## config.mk

```make
export PLATFORM = sky130hd
export DESIGN_NAME = ofdm_symbol_scheduler_flat
export DESIGN_NICKNAME = d
export VERILOG_FILES = /design/src/rtl/ofdm_symbol_scheduler_if.sv /design/src/rtl/ofdm_symbol_scheduler.sv /design/src/flat_wrapper.sv
export SDC_FILE = /design/constraint.sdc
export NUM_CORES = 1
export LEC_CHECK = 0
export CAP_MARGIN = 20
export CELL_PAD_IN_SITES_DETAIL_PLACEMENT = 1
export CELL_PAD_IN_SITES_GLOBAL_PLACEMENT = 1
export CORE_MARGIN = 3
export CORE_UTILIZATION = 41
export CTS_BUF_LIST = sky130_fd_sc_hd__clkbuf_8
export DETAILED_ROUTE_END_ITERATION = 7
export HOLD_SLACK_MARGIN = 0.1
export PLACE_DENSITY_LB_ADDON = 0.1
export SYNTH_ARGS = -nofsm -noshare
export SYNTH_HDL_FRONTEND = slang
export SYNTH_SLANG_ARGS = --single-unit
export TNS_END_PERCENT = 100
```

## constraint.sdc

```tcl
create_clock -name aclk -period 5.14 [get_ports aclk]
set_input_delay 1.028 -clock aclk [delete_from_list [all_inputs] [get_ports aclk]]
set_output_delay 1.028 -clock aclk [all_outputs]
set_load 0.02 [all_outputs]
```

## src/rtl/ofdm_symbol_scheduler_if.sv

```systemverilog
// Source-to-mapper byte handshake around the OFDM symbol scheduler.
// master is the scheduler side; slave is the source/mapper side.
interface ofdm_symbol_scheduler_if;
  logic [7:0] src_data;
  logic       src_valid;
  logic       src_ready;
  logic [7:0] m_data;
  logic       m_valid;
  logic       m_ready;
  logic       m_last;
  logic       m_sof;

  modport master (
    input  src_data, src_valid, m_ready,
    output src_ready, m_data, m_valid, m_last, m_sof
  );

  modport slave (
    output src_data, src_valid, m_ready,
    input  src_ready, m_data, m_valid, m_last, m_sof
  );
endinterface

```

## src/rtl/ofdm_symbol_scheduler.sv

```systemverilog
// Gates the source byte stream into whole OFDM symbols with a guard gap between them.
// Zero-latency pass-through in LOAD; the source is stalled (src_ready=0) in IDLE and GUARD.
module ofdm_symbol_scheduler #(
  parameter int BYTES_PER_SYM = 16,
  parameter int GUARD_CYCLES  = 48,
  parameter int SYM_CNT_W     = 8
) (
  input  logic                 aclk,
  input  logic                 aresetn,
  input  logic                 start,
  input  logic                 abort,
  input  logic [SYM_CNT_W-1:0] n_sym,
  ofdm_symbol_scheduler_if.master bus,
  output logic                 busy,
  output logic                 done,
  output logic [SYM_CNT_W-1:0] sym_idx
);

  localparam int BW = (BYTES_PER_SYM > 1) ? $clog2(BYTES_PER_SYM) : 1;
  localparam int GW = (GUARD_CYCLES > 1) ? $clog2(GUARD_CYCLES) : 1;
  localparam logic [BW-1:0]        LAST_BYTE  = BW'(BYTES_PER_SYM - 1);
  localparam logic [GW-1:0]        LAST_GUARD = GW'((GUARD_CYCLES > 0) ? GUARD_CYCLES - 1 : 0);
  localparam logic [BW-1:0]        BYTE_ONE   = BW'(1);
  localparam logic [GW-1:0]        GUARD_ONE  = GW'(1);
  localparam logic [SYM_CNT_W-1:0] SYM_ONE    = SYM_CNT_W'(1);
  localparam logic                 HAS_GUARD  = (GUARD_CYCLES > 0);

  typedef enum logic [1:0] {S_IDLE, S_LOAD, S_GUARD} state_t;

  state_t               r_state;
  state_t               w_state_nxt;
  logic [BW-1:0]        r_byte_cnt;
  logic [GW-1:0]        r_guard_cnt;
  logic [SYM_CNT_W-1:0] r_sym_idx;
  logic [SYM_CNT_W-1:0] r_n_sym;
  logic                 r_done;

  logic w_xfer;
  logic w_last;
  logic w_sym_end;
  logic w_frame_end;

  always_ff @(posedge aclk or negedge aresetn) begin
    if (!aresetn) r_state <= S_IDLE;
    else          r_state <= w_state_nxt;
  end

  always_comb begin
    w_state_nxt   = r_state;
    w_xfer        = 1'b0;
    w_last        = 1'b0;
    w_sym_end     = 1'b0;
    w_frame_end   = 1'b0;
    bus.m_data    = bus.src_data;
    bus.m_valid   = 1'b0;
    bus.src_ready = 1'b0;
    bus.m_last    = 1'b0;
    bus.m_sof     = 1'b0;
    case (r_state)
      S_IDLE: begin
        if (start && (n_sym != '0)) w_state_nxt = S_LOAD;
      end
      S_LOAD: begin
        w_last        = (r_byte_cnt == LAST_BYTE);
        bus.m_valid   = bus.src_valid;
        bus.src_ready = bus.m_ready;
        bus.m_last    = w_last;
        bus.m_sof     = (r_byte_cnt == '0) && (r_sym_idx == '0);
        w_xfer        = bus.src_valid & bus.m_ready;
        w_sym_end     = w_xfer & w_last;
        w_frame_end   = w_sym_end & (r_sym_idx == r_n_sym - SYM_ONE);
        if (w_frame_end)                 w_state_nxt = S_IDLE;
        else if (w_sym_end && HAS_GUARD) w_state_nxt = S_GUARD;
      end
      S_GUARD: begin
        if (r_guard_cnt == LAST_GUARD) w_state_nxt = S_LOAD;
      end
      default: w_state_nxt = S_IDLE;
    endcase
    // Abort wins over start and over a transfer completing this cycle.
    if (abort) w_state_nxt = S_IDLE;
  end

  always_ff @(posedge aclk or negedge aresetn) begin
    if (!aresetn) begin
      r_byte_cnt  <= '0;
      r_guard_cnt <= '0;
      r_sym_idx   <= '0;
      r_n_sym     <= '0;
      r_done      <= 1'b0;
    end else begin
      r_done <= 1'b0;
      if (abort) begin
        r_byte_cnt  <= '0;
        r_guard_cnt <= '0;
        r_sym_idx   <= '0;
      end else begin
        if (r_state == S_IDLE && start) begin
          r_n_sym <= n_sym;
          if (n_sym == '0) r_done <= 1'b1;
        end
        if (w_xfer) r_byte_cnt <= w_last ? '0 : r_byte_cnt + BYTE_ONE;
        if (w_sym_end) r_sym_idx <= w_frame_end ? '0 : r_sym_idx + SYM_ONE;
        if (w_frame_end) r_done <= 1'b1;
        if (r_state == S_GUARD)
          r_guard_cnt <= (r_guard_cnt == LAST_GUARD) ? '0 : r_guard_cnt + GUARD_ONE;
      end
    end
  end

  assign busy    = (r_state != S_IDLE);
  assign done    = r_done;
  assign sym_idx = r_sym_idx;

endmodule

```

## src/flat_wrapper.sv

```systemverilog
// flat-port wrapper written by rule: the top's interface ports become plain ports
module ofdm_symbol_scheduler_flat 
#(
  parameter int BYTES_PER_SYM = 16,
  parameter int GUARD_CYCLES  = 48,
  parameter int SYM_CNT_W     = 8
)
  (aclk, aresetn, start, abort, n_sym, busy, done, sym_idx, bus_src_data, bus_src_valid, bus_m_ready, bus_src_ready, bus_m_data, bus_m_valid, bus_m_last, bus_m_sof);
  ofdm_symbol_scheduler_if bus_i ();
  input  logic aclk;
  input  logic aresetn;
  input  logic start;
  input  logic abort;
  input  logic [SYM_CNT_W-1:0] n_sym;
  output logic busy;
  output logic done;
  output logic [SYM_CNT_W-1:0] sym_idx;
  input wire logic [$bits(bus_i.src_data)-1:0] bus_src_data;
  input wire logic [$bits(bus_i.src_valid)-1:0] bus_src_valid;
  input wire logic [$bits(bus_i.m_ready)-1:0] bus_m_ready;
  output wire logic [$bits(bus_i.src_ready)-1:0] bus_src_ready;
  output wire logic [$bits(bus_i.m_data)-1:0] bus_m_data;
  output wire logic [$bits(bus_i.m_valid)-1:0] bus_m_valid;
  output wire logic [$bits(bus_i.m_last)-1:0] bus_m_last;
  output wire logic [$bits(bus_i.m_sof)-1:0] bus_m_sof;
  assign bus_i.src_data = bus_src_data;
  assign bus_i.src_valid = bus_src_valid;
  assign bus_i.m_ready = bus_m_ready;
  assign bus_src_ready = bus_i.src_ready;
  assign bus_m_data = bus_i.m_data;
  assign bus_m_valid = bus_i.m_valid;
  assign bus_m_last = bus_i.m_last;
  assign bus_m_sof = bus_i.m_sof;
  ofdm_symbol_scheduler #(.BYTES_PER_SYM(BYTES_PER_SYM), .GUARD_CYCLES(GUARD_CYCLES), .SYM_CNT_W(SYM_CNT_W)) u_core (.aclk(aclk), .aresetn(aresetn), .start(start), .abort(abort), .n_sym(n_sym), .bus(bus_i), .busy(busy), .done(done), .sym_idx(sym_idx));
endmodule
```

# Word level (Yosys, flattened, before mapping)
# Index checks and enable logic that the tools add are counted.
# word_totals
output_inout_bits	22
wordCells	62
register_bits	29
# op_classes
n_mux	26
eq_ne	8
bitwise	4
addsub	4
reduce_logical	14
# op_table
cell	count
$mux W8	3
$mux W6	3
$logic_not A8 Y1	2
$mux W4	3
$mux W1	11
$mux W2	5
$add A8 B1 Y8 const B	1
$eq A8 B8 Y1	1
$reduce_bool A2 Y1	4
$reduce_bool A8 Y1	1
$sub A8 B1 Y8 const B	1
$add A6 B1 Y6 const B	1
$eq A6 B6 Y1 const B	1
$ne A3 B2 Y1 const B	2
$pmux W2 S3	1
$add A4 B1 Y4 const B	1
$eq A4 B4 Y1 const B	1
$logic_not A4 Y1	1
$ne A4 B2 Y1 const B	1
$and A1 B1 Y1	3
$logic_and A1 B1 Y1	3
$reduce_and A3 Y1	1
$eq A2 B1 Y1 const B	1
$eq A2 B2 Y1 const B	1
other kinds (3)	3

# Longest topological paths before layout
# depth
word_depth	7
depth_mapped	9

# Least setup slack after synthesis
# OpenSTA, ideal clock, no wires.
# synth_timing
path_type	reg2out
startpoint	register u_core.r_sym_idx[2], in the netlist u_core.sym_idx[2]
endpoint	output port bus_m_sof
required_time_ns	4.112
arrival_ns	1.403
stages_incl_launch_ff	4
slack_ns	2.709
path_cell_list	dfrtp_1 > clkbuf_1 > or4_1 > nor2_1
# synth_between
elab_chain_len	3
# synth_lines
item	line_no	rtl
start, declared	ofdm_symbol_scheduler.sv:34	logic [SYM_CNT_W-1:0] r_sym_idx;
start signal, assigned	ofdm_symbol_scheduler.sv:103	if (w_sym_end) r_sym_idx <= w_frame_end ? '0 : r_sym_idx + SYM_ONE;
$logic_not A8 Y1	ofdm_symbol_scheduler.sv:68	bus.m_sof = (r_byte_cnt == '0) && (r_sym_idx == '0);
$logic_and A1 B1 Y1	ofdm_symbol_scheduler.sv:68	
$mux W1	ofdm_symbol_scheduler.sv:59	case (r_state)
end, declared	flat_wrapper.sv:25	output wire logic [$bits(bus_i.m_sof)-1:0] bus_m_sof;
# Every way passes these cells.

# Worst setup path after layout
# layout_timing
startpoint	input port bus_src_valid
endpoint	output port bus_m_valid
# layout_between
elab_chain_len	1
# layout_lines
item	line_no	rtl
start, declared	flat_wrapper.sv:19	input wire logic [$bits(bus_i.src_valid)-1:0] bus_src_valid;
$mux W1	ofdm_symbol_scheduler.sv:59	
end, declared	flat_wrapper.sv:23	output wire logic [$bits(bus_i.m_valid)-1:0] bus_m_valid;
# Every way passes these cells.

==> tab_implementation.tex <==
\begin{tabular}{lr}
\hline
Metric & Value \\
\hline
\multicolumn{2}{l}{\textbf{Synth}} \\
Largest area contributor in the netlist & sky130\_fd\_sc\_hd\_\_dfrtp\_1 \\
Number of cells produced by synthesis & 200 \\
Yosys top cell area share & 40.08\% \\
Flops \& latches, synth & 29 \\
Avg Inst Size Synth & a little over 9 um\^{}2 \\
Ys Warns & 0 \\
Post-synthesis cell area & approximately 1800 um\^{}2 \\
Cell with the most instances after synthesis & sky130\_fd\_sc\_hd\_\_dfrtp\_1 \\
Cell types with the largest area share after synthesis & sky130\_fd\_sc\_hd\_\_dfrtp\_1 40\%, sky130\_fd\_sc\_hd\_\_nand2\_1 4.4\%, sky130\_fd\_sc\_hd\_\_ha\_1 4.1\% \\
Share of the yosys chip area belonging to registers & between 40\% and 50\% \\
Leading post-synthesis cells by instance count & 29 x sky130\_fd\_sc\_hd\_\_dfrtp\_1, 21 x sky130\_fd\_sc\_hd\_\_nand2\_1, 15 x sky130\_fd\_sc\_hd\_\_nand3\_1 \\
Most frequently used flop master after synthesis & sky130\_fd\_sc\_hd\_\_dfrtp\_1 \\
Number of enable-type register cells in the synthesized netlist & 0 \\
Post-synth ARST share & 100.0\% \\
Yosys cell types & 46 \\
Synth Net Count & roughly 230 \\
\multicolumn{2}{l}{\textbf{Route}} \\
DRT Wirelength & about 4500 um \\
Total vias in the final route & between 1500 and 2000 \\
Via density per instance & about 5.7 \\
Detail-routed net length per standard cell & 16.54 um \\
Detailed Routing Iterations Pass 1 & 4 \\
Antenna-violating nets left & 0 \\
Violation count after the first detailed-routing iteration & 100 \\
Post-route DRC violation count & 0 \\
\multicolumn{2}{l}{\textbf{Placement}} \\
Worst slack, placed & approximately 1.8 ns \\
HPWL after DPL & about 3400 um \\
Cell area reported after detailed placement & between 2000 and 2500 um\^{}2 \\
Final weighted congestion of routability-driven global placement & 0.7795 \\
Port-buffer cells & 27 \\
Number of instances in the placed design & 266 \\
\multicolumn{2}{l}{\textbf{Critical path}} \\
Element type at the critical path start & input pin \\
Crit path DAT & 2.29 ns \\
Stage delay of the slowest cell on the critical path & about 0.6 ns \\
Crit path top cell by count & sky130\_fd\_sc\_hd\_\_clkdlybuf4s50\_1 \\
Data required time of the worst path & 4.11 ns \\
FF-to-FF End & u\_core.sym\_idx[2]\$\_DFFE\_PN0P\_ \\
Largest delay contributor family on the critical path & buffers and inverters \\
Register-to-register path setup slack & 2.81 ns \\
Critical path buffer and inverter count & 2 \\
Nature of the critical path endpoint & output port \\
Slowest library cell on the worst path & sky130\_fd\_sc\_hd\_\_clkdlybuf4s50\_1 \\
Depth of the most critical reg-to-reg path & 8 \\
WS Path Type & input pin to output port \\
Reg-to-reg startpoint & u\_core.r\_n\_sym[0]\$\_DFFE\_PN0P\_ \\
Worst path cell trace & clkdlybuf4s50\_1 -> and2\_1 -> clkdlybuf4s50\_1 \\
Maximum fanout along the worst path & 4 \\
\multicolumn{2}{l}{\textbf{Min path}} \\
Hold crit path type & flop to flop \\
Hold Startpoint & u\_core.r\_guard\_cnt[5]\$\_DFFE\_PN0P\_ \\
Hold path endpoint & u\_core.r\_guard\_cnt[5]\$\_DFFE\_PN0P\_ \\
Instance count along the most critical hold path & 1 \\
\multicolumn{2}{l}{\textbf{CTS}} \\
CTS HTree Levels & 2 \\
Buffers inserted during post-CTS setup optimization & 0 \\
CTS tree & yes \\
Clk slew on worst S/H paths & 0.07 ns \\
Worst-Skew Late Latency & approximately 0.29 ns \\
Number of clock buffers inserted by TritonCTS & 5 \\
Number of buffers on the longest clock path & 2 \\
Cells resized by post-CTS repair & 0 \\
Number of sinks handled by clock tree synthesis & 29 \\
Clock Tree Root & sky130\_fd\_sc\_hd\_\_clkbuf\_8 \\
Number of buffers added to fix hold violations after cts & 0 \\
\multicolumn{2}{l}{\textbf{Final layout}} \\
Final Core Density & between 50\% and 60\% \\
Final cell count without fillers & roughly 270 \\
Antenna cell count & 0 \\
Share of final-layout standard cells stronger than drive strength 1 & 9.375\% \\
Number of nets at the end of the flow & 251 \\
Final cell area excluding filler cells & approximately 2200 um\^{}2 \\
Area growth from synthesis to layout & 21.29\% \\
\multicolumn{2}{l}{\textbf{Timing}} \\
Count of endpoints failing setup in the final report & 0 \\
Worst slew margin relative to its limit & 43.65\% \\
Period utilisation layout & between 60 and 70\% \\
Setup TNS & 0 ns \\
Unrepaired setup endpoints after global routing & false \\
Least-Margin Pin Slew & around 0.84 ns \\
Smallest setup slack after layout & around 1.8 ns \\
Final Max Tran Viols & 0 \\
Achievable clock frequency & 301.5 MHz \\
Worst hold slack across all endpoints & about 0.5 ns \\
Min Tclk post-route & between 3 and 4 ns \\
Final worst clock skew & between 0.01 and 0.015 ns \\
Count of endpoints failing hold in the final timing report & 0 \\
\multicolumn{2}{l}{\textbf{Power and ir drop}} \\
Power per cell area & roughly 280 nW/um\^{}2 \\
Static Leak & 0.8969 nW \\
Peak supply drop & around 0.11 mV \\
Total Power & between 600 and 700 uW \\
\multicolumn{2}{l}{\textbf{Global routing}} \\
Final global-route overflow total & 0 \\
Number of antenna violations at the first check in global routing & 0 \\
Maximum number of pins on one net before global-route repair & 30 \\
Vias in the first global route & $\sim$1700 \\
First-pass GRT wire length & slightly below 8000 um \\
Global-route usage over all layers & around a fifth \\
\multicolumn{2}{l}{\textbf{Floorplanning}} \\
Die width & $\sim$72 um \\
Area of the core & about 4100 um\^{}2 \\
Area enclosed by the die boundary & $\sim$5200 um\^{}2 \\
Top-level port count & between 40 and 50 \\
Initial standard-cell utilization of the core & $\sim$44\% \\
Count of standard-cell rows & 23 \\
Die height & about 72 um \\
\multicolumn{2}{l}{\textbf{Run}} \\
Total of max-cap violations & 0 \\
\multicolumn{2}{l}{\textbf{Run status}} \\
Run status & complete, no violations \\
\hline
\end{tabular}
-- worst reg2reg max path: stages (launching register included) --
cell                        delay [ns]
sky130_fd_sc_hd__dfrtp_1          0.45
sky130_fd_sc_hd__inv_1            0.10
sky130_fd_sc_hd__ha_1             0.19
sky130_fd_sc_hd__or3b_4           0.41
sky130_fd_sc_hd__nor4_2           0.14
sky130_fd_sc_hd__o2111ai_1        0.12
sky130_fd_sc_hd__a311o_2          0.50
sky130_fd_sc_hd__a31oi_1          0.21
sky130_fd_sc_hd__mux2i_1          0.09
-- cell type report --
cell class | count | area [um^2]
fill | 478 | 1919
multi-input combinational | 145 | 949.7
sequential | 29 | 725.7
timing repair buffer | 30 | 292.8
clock buffer | 6 | 82.58
tap | 50 | 62.56
inverter | 12 | 45.04
clock inverter | 2 | 37.54
-- flip-flops by register name (all words and copies together), names as in the netlist --
name / flops
u_core.r_n_sym: 8
u_core.r_state: 2
u_core.done: 1
u_core.r_guard_cnt: 6
u_core.r_byte_cnt: 4
u_core.sym_idx: 8
-- worst max-delay path by stage --
stage          slack [ns]  cells past startpoint                          start     endpoint
2_1_floorplan        2.71                      3  u_core.sym_idx[2]$_DFFE_PN0P_    bus_m_sof
3_3_place_gp         1.85                      3                  bus_src_valid  bus_m_valid
3_5_place_dp         1.81                      3                  bus_src_valid  bus_m_valid
4_1_cts              1.81                      3                  bus_src_valid  bus_m_valid
5_1_grt              1.75                      3                  bus_src_valid  bus_m_valid
6_report             1.82                      3                  bus_src_valid  bus_m_valid
-- metal layers --
metal	global-route usage [%]	routed length (um)	vias to the layer above
li1	-	-	749
met1	24.37	2038	785
met2	32.15	2233	29
met3	4.432	196	11
met4	5.328	63	0
met5	0	0	-
-- power breakdown --
| part | total, mW | switching, mW | internal (mW) | leakage, nW |
|---|---|---|---|---|
| sequential | 0.262 | 0.0202 | 0.241 | 0.388 |
| clock | 0.252 | 0.0944 | 0.158 | 0.0574 |
| combinational | 0.0997 | 0.0496 | 0.0501 | 0.451 |
| total | 0.613 | 0.164 | 0.449 | 0.897 |
-- cells by family after synthesis --
| family | Yosys count | share of synthesized area [%] |
|---|---|---|
| and+or+nand+nor | 86 | 25.78 |
| xor gates and xnor gates | 12 | 5.805 |
| buffers and inverters | 26 | 7.463 |
| DFF | 29 | 40.08 |
| adders and majority gates | 6 | 4.146 |
| AOI/OAI and AO/OA | 35 | 13.13 |
| muxes | 6 | 3.594 |
-- cells in the final DEF (no fill, tap or decap), types with 2 or more instances in the layout --
cell,instances
sky130_fd_sc_hd__dfrtp_1,29
sky130_fd_sc_hd__a21o_1,2
sky130_fd_sc_hd__nand2_1,21
sky130_fd_sc_hd__nand4b_1,2
sky130_fd_sc_hd__nor3b_1,2
sky130_fd_sc_hd__a21oi_1,5
sky130_fd_sc_hd__xor2_1,4
sky130_fd_sc_hd__mux2i_1,2
sky130_fd_sc_hd__xnor2_1,8
sky130_fd_sc_hd__nand4_1,4
sky130_fd_sc_hd__nand3_1,15
sky130_fd_sc_hd__ha_1,6
sky130_fd_sc_hd__nor3_1,4
sky130_fd_sc_hd__nor4_1,3
sky130_fd_sc_hd__and2_1,3
sky130_fd_sc_hd__clkbuf_8,6
sky130_fd_sc_hd__or4_1,2
sky130_fd_sc_hd__mux2_2,4
sky130_fd_sc_hd__inv_1,12
sky130_fd_sc_hd__clkdlybuf4s50_1,27
sky130_fd_sc_hd__buf_4,3
sky130_fd_sc_hd__nand2b_1,3
sky130_fd_sc_hd__nor2b_1,3
sky130_fd_sc_hd__and3_1,3
sky130_fd_sc_hd__o21ai_0,11
sky130_fd_sc_hd__o2111ai_1,2
sky130_fd_sc_hd__nor2_1,14
sky130_fd_sc_hd__a31oi_1,5
Power figures use the tool's default switching activity.
